===== src/rtl/muldiv_pkg.sv =====
// muldiv_pkg: shared types and constants for the RV32M multiply/divide unit.
// Divider datapath is compiled in only when MULDIV_DIV_EN is defined.
package muldiv_pkg;

  localparam int XLEN = 32;
  localparam int ITER = 32;
  localparam logic [XLEN-1:0] MIN_INT = {1'b1, {(XLEN-1){1'b0}}};

  typedef enum logic [2:0] {
    OP_MUL    = 3'b000,
    OP_MULH   = 3'b001,
    OP_MULHSU = 3'b010,
    OP_MULHU  = 3'b011,
    OP_DIV    = 3'b100,
    OP_DIVU   = 3'b101,
    OP_REM    = 3'b110,
    OP_REMU   = 3'b111
  } op_e;

  typedef enum logic [1:0] {
    S_IDLE,
    S_CALC,
    S_DONE
  } state_e;

endpackage


===== src/rtl/muldiv_sign_adj.sv =====
// muldiv_sign_adj: conditional two's-complement negate.
// With neg_i tied to the sign bit it yields the absolute value.
module muldiv_sign_adj
  import muldiv_pkg::*;
#(
  parameter int W = XLEN
) (
  input  logic [W-1:0] val_i,
  input  logic         neg_i,
  output logic [W-1:0] val_o
);

  assign val_o = neg_i ? (~val_i + W'(1)) : val_i;

endmodule


===== src/rtl/muldiv_unit.sv =====
// muldiv_unit: iterative RV32M multiply/divide, one bit per cycle.
// Define MULDIV_DIV_EN to build the restoring divider.
module muldiv_unit
  import muldiv_pkg::*;
(
  input  logic            clk,
  input  logic            rst,
  input  logic            start,
  input  logic [2:0]      funct3,
  input  logic [XLEN-1:0] rs1_data,
  input  logic [XLEN-1:0] rs2_data,
  input  logic [4:0]      rd_in,
  output logic            busy,
  output logic            done,
  output logic [XLEN-1:0] result,
  output logic [4:0]      rd_out,
  output logic            write_reg
);

  state_e state_q, state_d;
  op_e    op_q, op_d, op_in;

  logic [4:0]        cnt_q, cnt_d;
  logic [4:0]        rd_q, rd_d;
  logic              neg_q, neg_d;
  logic              nowr_q, nowr_d;
  logic              fast_q, fast_d;
  logic [XLEN-1:0]   opd_q, opd_d;
  logic [XLEN-1:0]   res_q, res_d;
  logic [2*XLEN-1:0] acc_q, acc_d;

  logic            is_div, a_sgn, b_sgn, a_neg, b_neg;
  logic [XLEN-1:0] a_mag, b_mag;
  logic            fast, fast_nowr;
  logic [XLEN-1:0] fast_res;

  assign op_in  = op_e'(funct3);
  assign is_div = funct3[2];
  assign a_sgn  = op_in inside {OP_MULH, OP_MULHSU, OP_DIV, OP_REM};
  assign b_sgn  = op_in inside {OP_MULH, OP_DIV, OP_REM};
  assign a_neg  = a_sgn & rs1_data[XLEN-1];
  assign b_neg  = b_sgn & rs2_data[XLEN-1];

  muldiv_sign_adj #(.W(XLEN)) u_abs_a (
    .val_i (rs1_data),
    .neg_i (a_neg),
    .val_o (a_mag)
  );

  muldiv_sign_adj #(.W(XLEN)) u_abs_b (
    .val_i (rs2_data),
    .neg_i (b_neg),
    .val_o (b_mag)
  );

  always_comb begin
    fast      = 1'b0;
    fast_nowr = 1'b0;
    fast_res  = '0;
`ifdef MULDIV_DIV_EN
    unique case (1'b1)
      is_div && (rs2_data == '0): begin
        fast     = 1'b1;
        fast_res = funct3[1] ? rs1_data : '1;
      end
      is_div && !funct3[0] && (rs1_data == MIN_INT)
        && (rs2_data == '1): begin
        fast     = 1'b1;
        fast_res = funct3[1] ? '0 : MIN_INT;
      end
      default: ;
    endcase
`else
    if (is_div) begin
      fast      = 1'b1;
      fast_nowr = 1'b1;
    end
`endif
  end

  // Shift-add step: acc = {partial hi, remaining multiplier bits}
  logic [XLEN:0]     mul_sum;
  logic [2*XLEN-1:0] mul_nxt, acc_nxt, prod_fix;
  logic [XLEN-1:0]   calc_res;

  assign mul_sum = {1'b0, acc_q[2*XLEN-1:XLEN]}
                 + (acc_q[0] ? {1'b0, opd_q} : '0);
  assign mul_nxt = {mul_sum, acc_q[XLEN-1:1]};

  muldiv_sign_adj #(.W(2*XLEN)) u_fix_p (
    .val_i (mul_nxt),
    .neg_i (neg_q),
    .val_o (prod_fix)
  );

`ifdef MULDIV_DIV_EN
  // Restoring step: acc = {remainder, dividend/quotient shift reg}
  logic [XLEN:0]     div_sh, div_sub;
  logic              div_ge;
  logic [2*XLEN-1:0] div_nxt;
  logic [XLEN-1:0]   div_sel, div_fix;

  assign div_sh  = {acc_q[2*XLEN-1:XLEN], acc_q[XLEN-1]};
  assign div_sub = div_sh - {1'b0, opd_q};
  assign div_ge  = ~div_sub[XLEN];
  assign div_nxt = {div_ge ? div_sub[XLEN-1:0] : div_sh[XLEN-1:0],
                    acc_q[XLEN-2:0], div_ge};
  assign div_sel = op_q[1] ? div_nxt[2*XLEN-1:XLEN]
                           : div_nxt[XLEN-1:0];

  muldiv_sign_adj #(.W(XLEN)) u_fix_d (
    .val_i (div_sel),
    .neg_i (neg_q),
    .val_o (div_fix)
  );

  assign acc_nxt = op_q[2] ? div_nxt : mul_nxt;
`else
  assign acc_nxt = mul_nxt;
`endif

  always_comb begin
    calc_res = (op_q == OP_MUL) ? prod_fix[XLEN-1:0]
                                : prod_fix[2*XLEN-1:XLEN];
`ifdef MULDIV_DIV_EN
    if (op_q[2]) calc_res = div_fix;
`endif
  end

  always_comb begin
    state_d = state_q;
    op_d    = op_q;
    cnt_d   = cnt_q;
    rd_d    = rd_q;
    neg_d   = neg_q;
    nowr_d  = nowr_q;
    fast_d  = fast_q;
    opd_d   = opd_q;
    acc_d   = acc_q;
    res_d   = res_q;
    unique case (state_q)
      S_CALC: begin
        acc_d = acc_nxt;
        cnt_d = cnt_q + 5'd1;
        if (cnt_q == 5'(ITER-1)) begin
          state_d = S_DONE;
          cnt_d   = '0;
          res_d   = fast_q ? opd_q : calc_res;
        end
      end
      default: begin
        state_d = S_IDLE;
        if (start) begin
          state_d = S_CALC;
          op_d    = op_in;
          rd_d    = rd_in;
          nowr_d  = fast_nowr;
          fast_d  = fast;
          neg_d   = (is_div && funct3[1]) ? a_neg : (a_neg ^ b_neg);
          opd_d   = is_div ? b_mag : a_mag;
          acc_d   = {{XLEN{1'b0}}, is_div ? a_mag : b_mag};
          cnt_d   = '0;
          // Early-out ops ride the final CALC cycle with a preset result
          if (fast) begin
            cnt_d = 5'(ITER-1);
            opd_d = fast_res;
          end
        end
      end
    endcase
  end

  always_ff @(posedge clk or negedge rst) begin
    if (!rst) begin
      state_q <= S_IDLE;
      op_q    <= OP_MUL;
      cnt_q   <= '0;
      rd_q    <= '0;
      neg_q   <= 1'b0;
      nowr_q  <= 1'b0;
      fast_q  <= 1'b0;
      opd_q   <= '0;
      acc_q   <= '0;
      res_q   <= '0;
    end else begin
      state_q <= state_d;
      op_q    <= op_d;
      cnt_q   <= cnt_d;
      rd_q    <= rd_d;
      neg_q   <= neg_d;
      nowr_q  <= nowr_d;
      fast_q  <= fast_d;
      opd_q   <= opd_d;
      acc_q   <= acc_d;
      res_q   <= res_d;
    end
  end

  assign busy      = (state_q != S_IDLE);
  assign done      = (state_q == S_DONE);
  assign result    = res_q;
  assign rd_out    = rd_q;
  assign write_reg = done & (|rd_q) & ~nowr_q;

endmodule

===== config.mk =====
export PLATFORM = sky130hd
export DESIGN_NAME = muldiv_unit
export DESIGN_NICKNAME = d
export VERILOG_FILES = /design/src/rtl/muldiv_pkg.sv /design/src/rtl/muldiv_sign_adj.sv /design/src/rtl/muldiv_unit.sv
export SDC_FILE = /design/constraint.sdc
export NUM_CORES = 1
export LEC_CHECK = 0
export CAP_MARGIN = 15
export CELL_PAD_IN_SITES_DETAIL_PLACEMENT = 0
export CELL_PAD_IN_SITES_GLOBAL_PLACEMENT = 1
export CORE_MARGIN = 2
export CORE_UTILIZATION = 45
export DETAILED_ROUTE_END_ITERATION = 6
export GPL_ROUTABILITY_DRIVEN = 0
export MAX_ROUTING_LAYER = met4
export PLACE_DENSITY = 0.81
export REMOVE_ABC_BUFFERS = 1
export SYNTH_ARGS = -nofsm -noshare
export SYNTH_HDL_FRONTEND = slang
export SYNTH_HIERARCHICAL = 1
export SYNTH_SLANG_ARGS = --single-unit

===== constraint.sdc =====
create_clock -name clk -period 5.2 [get_ports clk]
set_input_delay 1.56 -clock clk [delete_from_list [all_inputs] [get_ports clk]]
set_output_delay 1.56 -clock clk [all_outputs]
set_load 0.005 [all_outputs]

==> run metrics <==
status=completed; WL/cell=18.0 um; Syn Std Cell Area=0.0122 sq mm; Hold Buf Count CTS=0; antenna-violating nets left=0; CP top delay family=simple AND/OR/NAND/NOR gates; Slew HR=29.8%; CP endpoint kind=flop; Gate power share=between 50% and 60%; vias per cell=5.68; CTS sink cnt=approximately 140; post-cts sizing count=0; CP cell instances=buf_4 > and2_1 > ha_1 > and4_1 > and3_1 > nand3_2 > a2111oi_4 > o21bai_1 > nand2_1 > xnor2_1 > or4_4 > or3_1 > or4_1 > o31ai_2 > xnor2_1 > mux2i_1 > nor2_1 > a21oi_1 > o21ai_1; fillers=between 2000 and 3000; CTS max path bufs=2; root buf cell=clkbuf_16; Post-Syn Instances=1448; ys async rst share=100%; Worst path most repeated cell=xnor2_1; VDD IR max=0.336 mV; Routed WL=33.7 mm; grt ovf=0; Final Setup Violations=0; layout cells sized above 1=10.1%; Hold Violations, Final=0; initial core utilization=roughly 45%; drt drc=0; CTS tree=yes; register area share after synthesis=29.7%; most frequent cells in the layout=nand2_1, o21ai_0, dfrtp_1, xnor2_1, clkdlybuf4s50_1; clk_lat worst skew=430 ps; Worst EP arrival=5290 ps; Area Overhead vs Synth=16.8%; Mapped Avg Cell Area=8.39 sq um; leakage=5.80 nW; die height=roughly 170 um; largest net degree at the start of global routing=114; I/O pins=115; CP peak stage delay=600 ps; vias in the first global route=between 10000 and 15000; switching power of the nets=0.00372 W; DRT Pass-1 Iters=5; htree depth=4; Reg clk slew, reported paths=60 ps; CP startpoint kind=flop; GRT Overall Usage=24.9%; placed instance count=~1800; max cap viols=0; period utilization=94.9%; CP max stage cell=or4_4; Tightest Pin Transition=1050 ps; Overall Power=0.00807 W; DR vias=10600; hpwl dp=25.3 mm; register bit total from synthesis=144; initial antenna violation count=1; Main synth FF type=dfrtp_1; Tmin final=4940 ps; Setup CP Type=flop to flop; CP Max Fanout=25; # port buffers=114; Peak Freq=slightly above 0.2 GHz; Core Rows=60; clock skew=13.1 ps; switch share=a little under half; core area=roughly 0.027 sq mm; Required @ worst endpoint=around 5600 ps; P_int=0.00434 W; leading cell type in the layout, fill and taps excluded=nand2_1; WP buf/inv=1; Synth cell types=90; pwr dens=roughly 570 mW/mm^2; YS warnings=6; overall die width=168 um; Seq pwr share=27.8%; post-CTS repair timing setup buffer count=0; non-filler cells, final=between 1500 and 2000; global-route wire length before repair=54.7 mm; CTS buffer count=17; die area=0.0283 sq mm; Hold Crit Class=flop to flop; initial DRC count=about 790; EDFF count, synth=0; max-slew violations=0; Clock Power Share=between 10% and 20%; nets=1627
==> flip-flops by register name, summed over array words and instances, names as in the netlist <==
signal and cells:
result 32, opd_q 32, cnt_q 5, state_q 2, acc_q 64, op_q 3, neg_q 1, rd_out 5
==> cell type report <==
type | instances | area, sq um | area share [%]
diodes | 1 | 2.50 | 0.0176
clock buffers | 19 | 453 | 3.19
clock inverters | 13 | 140 | 0.987
inverters | 24 | 90.1 | 0.635
multi-input cells | 1191 | 8150 | 57.4
flip-flops and latches | 144 | 3610 | 25.4
well taps | 341 | 427 | 3.01
repair buffers | 136 | 1330 | 9.35
==> cell families (layout without fill, tap and decap cells) <==
logic type | Yosys count | in the layout | share of synthesized area, %
fa+ha+maj | 38 | 38 | 3.97
flops | 144 | 144 | 29.7
buf+inv | 113 | 192 | 3.72
mux | 75 | 75 | 6.25
xor+xnor | 151 | 151 | 10.9
other cells | 0 | 1 | 0
compound gates | 407 | 407 | 22.2
simple gates | 520 | 520 | 23.3
==> tightest hold or removal path: cells and delay by family (launching register included) <==
| family | cells | cell delay, ps |
|---|---|---|
| DFF | 1 | 340 |
| AOI/OAI and AO/OA | 1 | 60 |
| and+or+nand+nor | 1 | 40 |
==> routing by layer <==
layer	share of wire, %	track usage [%]
met2	44	37.3
met1	50	36.1
met4	1.2	5.43
met5	0	-
met3	5.0	3.06
==> power groups by stage <==
stage | clock (W) | sequential (W) | combinational (W)
after floorplan | 0 | 0.00212 | 0.00310
after global placement | 0 | 0.00222 | 0.00445
after detailed placement | 0 | 0.00224 | 0.00451
after CTS | 0.00127 | 0.00222 | 0.00453
after global routing | 0.00132 | 0.00231 | 0.00508
final | 0.00125 | 0.00224 | 0.00458
==> worst paths after layout <==
check,from,endpoint,slack (ps),cells past startpoint
worst max-delay path,acc_q[0],result[31],260,19
worst min-delay path,result[19],result[19],480,2
worst max register to register,acc_q[0],result[31],260,19
worst min register to register,result[19],result[19],480,2
max in group asynchronous,rst,result[14],3080,2
min in group asynchronous,rst,rd_out[2],1200,1
==> Yosys cell counts (10+ instances only) <==
cell | instances | area share (%)
nand2b_1 | 46 | 2.4
o21ai_0 | 155 | 6.4
nand3_1 | 24 | 0.99
and3_1 | 19 | 0.98
inv_1 | 23 | 0.71
o41ai_2 | 12 | 1.6
nor3_1 | 12 | 0.49
o41ai_1 | 18 | 1.3
mux2i_1 | 68 | 5.6
or3_1 | 12 | 0.62
a21o_1 | 21 | 1.3
a21oi_1 | 95 | 3.9
clkbuf_1 | 62 | 1.9
xnor2_1 | 141 | 10
or4_1 | 10 | 0.62
nor2_1 | 92 | 2.8
dfrtp_1 | 144 | 30
nand4_1 | 12 | 0.62
and2_1 | 35 | 1.8
ha_1 | 37 | 3.8
xor2_1 | 10 | 0.72
buf_1 | 16 | 0.49
nand2_1 | 187 | 5.8
o31ai_1 | 38 | 2.3
==> stage by stage <==
step                      hold WS (ps)  util [%]  setup WS [ps]  setup TNS (ps)  cell area, sq um
after floorplan                    464         -          -1020          -34170             11800
after global placement             461      50.7            344               0             13500
after detailed placement           470      50.7            261               0             13500
after CTS                          485      52.9            207               0             14100
after global routing               493      53.1          -3.84           -3.84             14200
final                              476      53.1            264               0             14200
(Power assumes the default switching activity.)
